## config.mk

```make
export PLATFORM = sky130hd
export DESIGN_NAME = fp32_result_sink
export DESIGN_NICKNAME = d
export VERILOG_FILES = /design/src/rtl/fp32_result_sink.sv
export SDC_FILE = /design/constraint.sdc
export NUM_CORES = 1
export LEC_CHECK = 0
export BUFFER_PORTS_ARGS = -buffer_cell sky130_fd_sc_hd__buf_2
export CAP_MARGIN = 15
export CORE_ASPECT_RATIO = 0.5
export CORE_MARGIN = 2
export CORE_UTILIZATION = 45
export DETAILED_ROUTE_END_ITERATION = 12
export HOLD_SLACK_MARGIN = 0.15
export PLACE_DENSITY = 0.72
export SLEW_MARGIN = 20
export SYNTH_ARGS = -nofsm -noshare
export SYNTH_HDL_FRONTEND = slang
export SYNTH_SLANG_ARGS = --single-unit
```

## constraint.sdc

```tcl
create_clock -name clk -period 11.6 [get_ports clk]
set_input_delay 2.32 -clock clk [delete_from_list [all_inputs] [get_ports clk]]
set_output_delay 2.32 -clock clk [all_outputs]
set_load 0.03 [all_outputs]
```

## src/rtl/fp32_result_sink.sv

```systemverilog
// Collects FP32 multiplier results: delays operand tags to line up with y,
// then queues {x1, x2, y, over} in a FIFO for a ready/valid consumer.
module fp32_result_sink #(
    parameter int LATENCY = 4,
    parameter int DEPTH   = 8
) (
    input  logic                       clk,
    input  logic                       rst,
    input  logic                       en,
    input  logic                       val,
    input  logic                       over,
    input  logic [31:0]                x1,
    input  logic [31:0]                x2,
    input  logic [31:0]                y,
    output logic                       out_valid,
    input  logic                       out_ready,
    output logic [31:0]                out_x1,
    output logic [31:0]                out_x2,
    output logic [31:0]                out_y,
    output logic                       out_last,
    output logic [$clog2(DEPTH):0]     count,
    output logic                       overflow,
    output logic                       done
);
    localparam int AW = $clog2(DEPTH);
    localparam int CW = AW + 1;

    logic [LATENCY-1:0] tag_val_r;
    logic [LATENCY-1:0] tag_over_r;
    logic [31:0]        tag_x1_r [LATENCY];
    logic [31:0]        tag_x2_r [LATENCY];

    logic [31:0]        mem_x1_r [DEPTH];
    logic [31:0]        mem_x2_r [DEPTH];
    logic [31:0]        mem_y_r  [DEPTH];
    logic [DEPTH-1:0]   mem_last_r;

    logic [AW-1:0]      wr_ptr_r;
    logic [AW-1:0]      rd_ptr_r;
    logic [CW-1:0]      count_r;
    logic               overflow_r;
    logic               done_r;

    logic               push_s;
    logic               pop_s;
    logic               full_s;
    logic               wr_s;

    assign push_s = en & tag_val_r[LATENCY-1];
    assign pop_s  = (count_r != {CW{1'b0}}) & out_ready;
    assign full_s = (count_r == CW'(DEPTH));
    // A pop frees the slot in the same cycle, so a full FIFO still takes a push.
    assign wr_s   = push_s & (~full_s | pop_s);

    // Tag control bits: shift on enabled cycles, cleared by reset.
    always_ff @(posedge clk) begin
        if (!rst) begin
            tag_val_r  <= {LATENCY{1'b0}};
            tag_over_r <= {LATENCY{1'b0}};
        end else if (en) begin
            tag_val_r[0]  <= val;
            tag_over_r[0] <= over;
            for (int i = 1; i < LATENCY; i++) begin
                tag_val_r[i]  <= tag_val_r[i-1];
                tag_over_r[i] <= tag_over_r[i-1];
            end
        end else begin
            tag_val_r  <= tag_val_r;
            tag_over_r <= tag_over_r;
        end
    end

    // Tag operand payload: qualified by tag_val_r, so it needs no reset.
    always_ff @(posedge clk) begin
        if (en) begin
            tag_x1_r[0] <= x1;
            tag_x2_r[0] <= x2;
            for (int i = 1; i < LATENCY; i++) begin
                tag_x1_r[i] <= tag_x1_r[i-1];
                tag_x2_r[i] <= tag_x2_r[i-1];
            end
        end
    end

    // FIFO storage write port.
    always_ff @(posedge clk) begin
        if (wr_s) begin
            mem_x1_r[wr_ptr_r]   <= tag_x1_r[LATENCY-1];
            mem_x2_r[wr_ptr_r]   <= tag_x2_r[LATENCY-1];
            mem_y_r[wr_ptr_r]    <= y;
            mem_last_r[wr_ptr_r] <= tag_over_r[LATENCY-1];
        end
    end

    // FIFO pointers, occupancy and sticky status flags.
    always_ff @(posedge clk) begin
        if (!rst) begin
            wr_ptr_r   <= {AW{1'b0}};
            rd_ptr_r   <= {AW{1'b0}};
            count_r    <= {CW{1'b0}};
            overflow_r <= 1'b0;
            done_r     <= 1'b0;
        end else begin
            if (wr_s) begin
                wr_ptr_r <= wr_ptr_r + AW'(1);
            end
            if (pop_s) begin
                rd_ptr_r <= rd_ptr_r + AW'(1);
            end
            case ({wr_s, pop_s})
                2'b10:   count_r <= count_r + CW'(1);
                2'b01:   count_r <= count_r - CW'(1);
                default: count_r <= count_r;
            endcase
            if (push_s & full_s & ~pop_s) begin
                overflow_r <= 1'b1;
            end
            if (pop_s & mem_last_r[rd_ptr_r]) begin
                done_r <= 1'b1;
            end
        end
    end

    // Head presentation, forced to zero while the FIFO is empty.
    always_comb begin
        out_valid = 1'b0;
        out_x1    = 32'h0000_0000;
        out_x2    = 32'h0000_0000;
        out_y     = 32'h0000_0000;
        out_last  = 1'b0;
        if (count_r != {CW{1'b0}}) begin
            out_valid = 1'b1;
            out_x1    = mem_x1_r[rd_ptr_r];
            out_x2    = mem_x2_r[rd_ptr_r];
            out_y     = mem_y_r[rd_ptr_r];
            out_last  = mem_last_r[rd_ptr_r];
        end else begin
            out_valid = 1'b0;
        end
    end

    assign count    = count_r;
    assign overflow = overflow_r;
    assign done     = done_r;
endmodule

```

# == Word-level counts from Yosys, hierarchy flattened ==
# Memories as Yosys holds them, arrays and structs flattened. A register that Yosys moved wholly into a read port is not among the register bits.
# Cells that the tools add are included.
# classes
addsub,4
n_mul,0
div,0
magnitude_cmp,3
n_eq_ne,3
n_shift,0
n_mux,21
bitwise_logic,9
n_reduce_logical,3
# ops
cell,n
two-way mux 32 bit,3
two-way mux 3 bit,6
bitwise mux 8 bit,1
"< comparator 3 x 4 -> 1 bit, second input constant",2
two-way mux 1 bit,8
case mux 4 bit (2 select lines),1
"adder 3 x 1 -> 3 bit, second input constant",2
AND 1 bit,6
"adder 4 x 1 -> 4 bit, second input constant",1
"== test 4 bit, second input constant",1
nonzero test 4 bit,1
"subtractor 4 x 1 -> 4 bit, second input constant",1
binary-select mux 1 bit (select 3 bit),1
demux 1 bit (select 3 bit),1
">= comparator 3 x 1 -> 1 bit, second input constant",1
"== test 2 x 1 -> 1 bit, second input constant",1
"== test 2 bit, second input constant",1
NOT 1 bit,2
nonzero test 2 bit,1
logical AND 1 bit,1
OR 1 bit,1
# word_totals
regBits,28
latchBits,0
ramBits,1024
mem_bits_ro,0
inputBits,102
output_inout_bits,104
elab_cells,56
n_memories,5
# memory_table
memory,words,width,rd,rd_ports_with_merged_regs,write_ports,line_no,source
mem_x1_r,8,32,1,1,1,33,logic [31:0] mem_x1_r [DEPTH];
mem_x2_r,8,32,1,1,1,34,logic [31:0] mem_x2_r [DEPTH];
mem_y_r,8,32,1,1,1,35,logic [31:0] mem_y_r [DEPTH];
tag_x1_r,4,32,4,0,4,30,logic [31:0] tag_x1_r [LATENCY];
tag_x2_r,4,32,4,0,4,31,logic [31:0] tag_x2_r [LATENCY];

# == Longest topological paths before layout ==
# logic_depth
ltp_word,6
depth_mapped,9
depth_no_buf,7

# == Worst setup path before layout ==
# No wires, ideal clock.
# synth_path
kind,input to register
start,input en
end,"register mem_last_r[0], enable pin"
setup_ns,0.672
arrival_ns,9.685
required_time_ns,10.928
path_slack_ns,1.243
stages,6
n_path_buf,2
cell_sequence,buf_4 > and2_1 > buf_2 > o21a_1 > nand2b_1 > nor3_1
# synth_via
elab_chain_len,2
# synth_lines
item,line_no,source
from (decl),9,"input logic en,"
AND 1 bit,49,assign push_s = en & tag_val_r[LATENCY-1];
AND 1 bit,53,assign wr_s = push_s & (~full_s | pop_s);
"to (signal, indexed assignment)",91,mem_last_r[wr_ptr_r] <= tag_over_r[LATENCY-1];
to (decl),36,logic [DEPTH-1:0] mem_last_r;
# No other way between the ends.
# A chain may end at the register's enable or synchronous reset.

==> flow_summary.json <==
{
  "status": "completed",
  "start_util_pct": 45.5,
  "path_clk_slew_ns": 0.07,
  "vdd_drop_max_v": 0.0000985,
  "drtIter0Drc": 1475,
  "seq_area_frac_synth_pct": 82.4,
  "netlist_instances": 1598,
  "fin_skew_ns": 0.0216,
  "met3_usage_pct": 2.66,
  "synthArstFlopShare_pct": 0,
  "clock_path_buffers": 3,
  "path_class": "flip-flop to output port",
  "period_share_pct": 50.5,
  "grtUsageMet2_pct": 27.8,
  "worst_skew_pair.late_latency_ns": 0.65,
  "nFillCells": 6365,
  "synth_most_common_cell": "edfxtp_1",
  "grt_overflow": 0,
  "io_buffers": 205,
  "cts_setup_buffers": 0,
  "ys_ff_latch": 1055,
  "antenna_left": 0,
  "cts_made_buffers": 92,
  "path_max_fanout": 106,
  "cts_htree_levels": 3,
  "tns_ns": 0,
  "crit_required_ns": 9.28,
  "clock-sinks": 1055,
  "min_path_type": "flip-flop to flip-flop",
  "num_vias": 16000,
  "start_kind": "flip-flop",
  "area_delta_synth_final_pct": 13.9,
  "drive_above_1_share_pct": 29.6,
  "hold_buffers": 0,
  "grt_pass1_vias": 16600,
  "grtUsageTotal_pct": 15.6,
  "final_cell_area_sq_um": 43500,
  "synth.yosys.warnings": 0,
  "worst_ep_arrival_time_ns": 3.54,
  "cpPeakStageDelay_ns": 0.84,
  "dpl.hpwl_microns": 35300,
  "finalWorstSetupSlack_ns": 5.74,
  "drt_pass1_iterations": 5,
  "core_area_sq_um": 83900,
  "end_kind": "output port",
  "die_h_microns": 210,
  "crit_path_cell_trace": "buf_12 -> mux4_2 -> mux2i_1 -> nor2_1 -> buf_2",
  "hold_ws_ns": 0.411,
  "total_leakage_power_nw": 13.8,
  "placement.setup.worst_slack_ns": 5.68,
  "dieArea_sq_um": 87300,
  "grt_busiest_layer": "met2",
  "finalCriticalPeriod_ns": 5.86,
  "grt_first_pass_wirelength_microns": 103000,
  "cap_viol_max_count": 0,
  "relSlewSlack_pct": 30.9,
  "finalMaxSlewViolations": 0,
  "place_area_sq_um": 40500,
  "syn_avg_cell_area_sq_um": 23.9,
  "synth_common_cells": "edfxtp_1, mux4_2, mux2i_1",
  "fin_util_pct": 51.8,
  "nNetsFinal": 1955,
  "setup_viol": 0,
  "drc": 0,
  "insertedDiodeCount": 0,
  "syn_nets": 1703,
  "power.density_nw_per_um2": 186,
  "rows": 75,
  "wl_per_cell_microns": 22.4,
  "cts-root-buf": "clkbuf_16",
  "synth-edff-count": 1032,
  "synthDistinctLibCells": 35,
  "ys_dominant_reg_cell": "edfxtp_1",
  "synth_top_cell_area_share_pct": 81.2,
  "grt_start_max_net_pins": 173,
  "fmax_mhz": 171,
  "drt-total-wl_microns": 68100,
  "cts.repair.resized": 0,
  "met1_usage_pct": 20.0,
  "syn_area_sq_um": 38200,
  "hold_violations": 0,
  "routed_via_density": 5.28,
  "gp_congestion": 0.725,
  "synth.largest_area_cell": "edfxtp_1",
  "antenna_found_initial": 2,
  "worstMarginPinSlew_ns": 1.04,
  "cp_slowest_cell": "dfxtp_4",
  "io_pins": 206,
  "ys_top_cells_by_area": "edfxtp_1, mux4_2, mux2i_1, dfxtp_1, nor2_1",
  "die_x_microns": 416,
  "rsz0062_at_grt": "no",
  "cts_tree": "built"
}
==> through the flow <==
stage / total power (W) / cells
floorplan: 0.00495 / 1598
global placement: 0.00518 / 2871
detailed placement: 0.00519 / 2871
CTS: 0.00816 / 3038
global route: 0.00835 / 3039
finish: 0.00808 / 3039
==> cells by family (layout without fill, tap and decap cells) <==
group / after synthesis / count (layout) / synth area share [%]
flip-flops: 1055 / 1055 / 82.4
multiplexers: 304 / 304 / 14.3
AND/OR/NAND/NOR: 147 / 147 / 1.68
buffers and inverters: 71 / 396 / 1.01
AO/OA/AOI/OAI: 13 / 13 / 0.338
XOR/XNOR: 5 / 5 / 0.115
adder cells (fa/ha/maj): 3 / 3 / 0.0984
==> placed cells by master (no fill, tap or decap), drive strengths merged <==
| cell type | n |
|---|---|
| edfxtp | 1032 |
| buf | 228 |
| mux4 | 194 |
| clkbuf | 116 |
| mux2i | 109 |
| nor2 | 107 |
| clkinv | 36 |
| dfxtp | 23 |
| nor2b | 9 |
| bufinv | 8 |
| nand2b | 7 |
| nand2 | 7 |
| and2 | 5 |
| xnor2 | 4 |
| clkinvlp | 4 |
| nor3 | 4 |
| inv | 4 |
| o21a | 3 |
| a21boi | 3 |
| nand3 | 3 |
| ha | 3 |
| and3 | 2 |
| o211ai | 2 |
| o41ai | 1 |
| xor2 | 1 |
| o21ai | 1 |
| nor4 | 1 |
| a31oi | 1 |
| a2bb2oi | 1 |
| a211oi | 1 |
| nand4 | 1 |
| mux2 | 1 |
| or3 | 1 |
==> registers in the layout, indices dropped and copies added, names as in the netlist, named ones only <==
register and cells:
done 1, tag_over_r 4, tag_x1_r 128, mem_x2_r 256
mem_x1_r 256, mem_y_r 256, rd_ptr_r 3, wr_ptr_r 3
mem_last_r 8, tag_val_r 4, overflow 1, tag_x2_r 128
count 4
==> power breakdown <==
group          switching [W]  leakage [nW]  internal, W  total, W
Sequential         0.0000628          9.68      0.00426   0.00432
Clock                0.00131          1.43      0.00168   0.00299
Combinational       0.000472          2.66     0.000292  0.000764
Total                0.00184          13.8      0.00623   0.00808
==> cell type report <==
type	count	area [sq um]	share of cell area, %
well taps	1116	1400	3.21
inverters	1	6.26	0.0144
clock buffers	116	2440	5.62
multi-input cells	472	6380	14.7
flip-flops and latches	1055	31500	72.4
repair buffers	228	1270	2.92
clock inverters	51	503	1.16
==> worst paths after layout <==
check,from,to,slack [ns],cells past startpoint
worst max-delay path,flip-flop,out_x1[25],5.74,5
worst max register to register,count[1],mem_x2_r[6][24],8.11,6
worst min-delay path,tag_x1_r[0][16],tag_x1_r[1][16],0.41,0
worst min register to register,tag_x1_r[0][16],tag_x1_r[1][16],0.41,0
==> routing by layer <==
metal / vias to the layer above / part of all wire, %
li1: 7125 / -
met2: 314 / 54
met1: 8493 / 40
met4: 2 / 1.7
met3: 102 / 3.9
met5: - / 0.012
==> worst max-delay path, delay by kind of cell (launching register included) <==
family,cells,cell delay (ns)
DFF,1,0.84
muxes,2,0.92
buffers and inverters,2,0.94
and+or+nand+nor,1,0.08
Note: power is estimated with default switching activity, not from simulation.
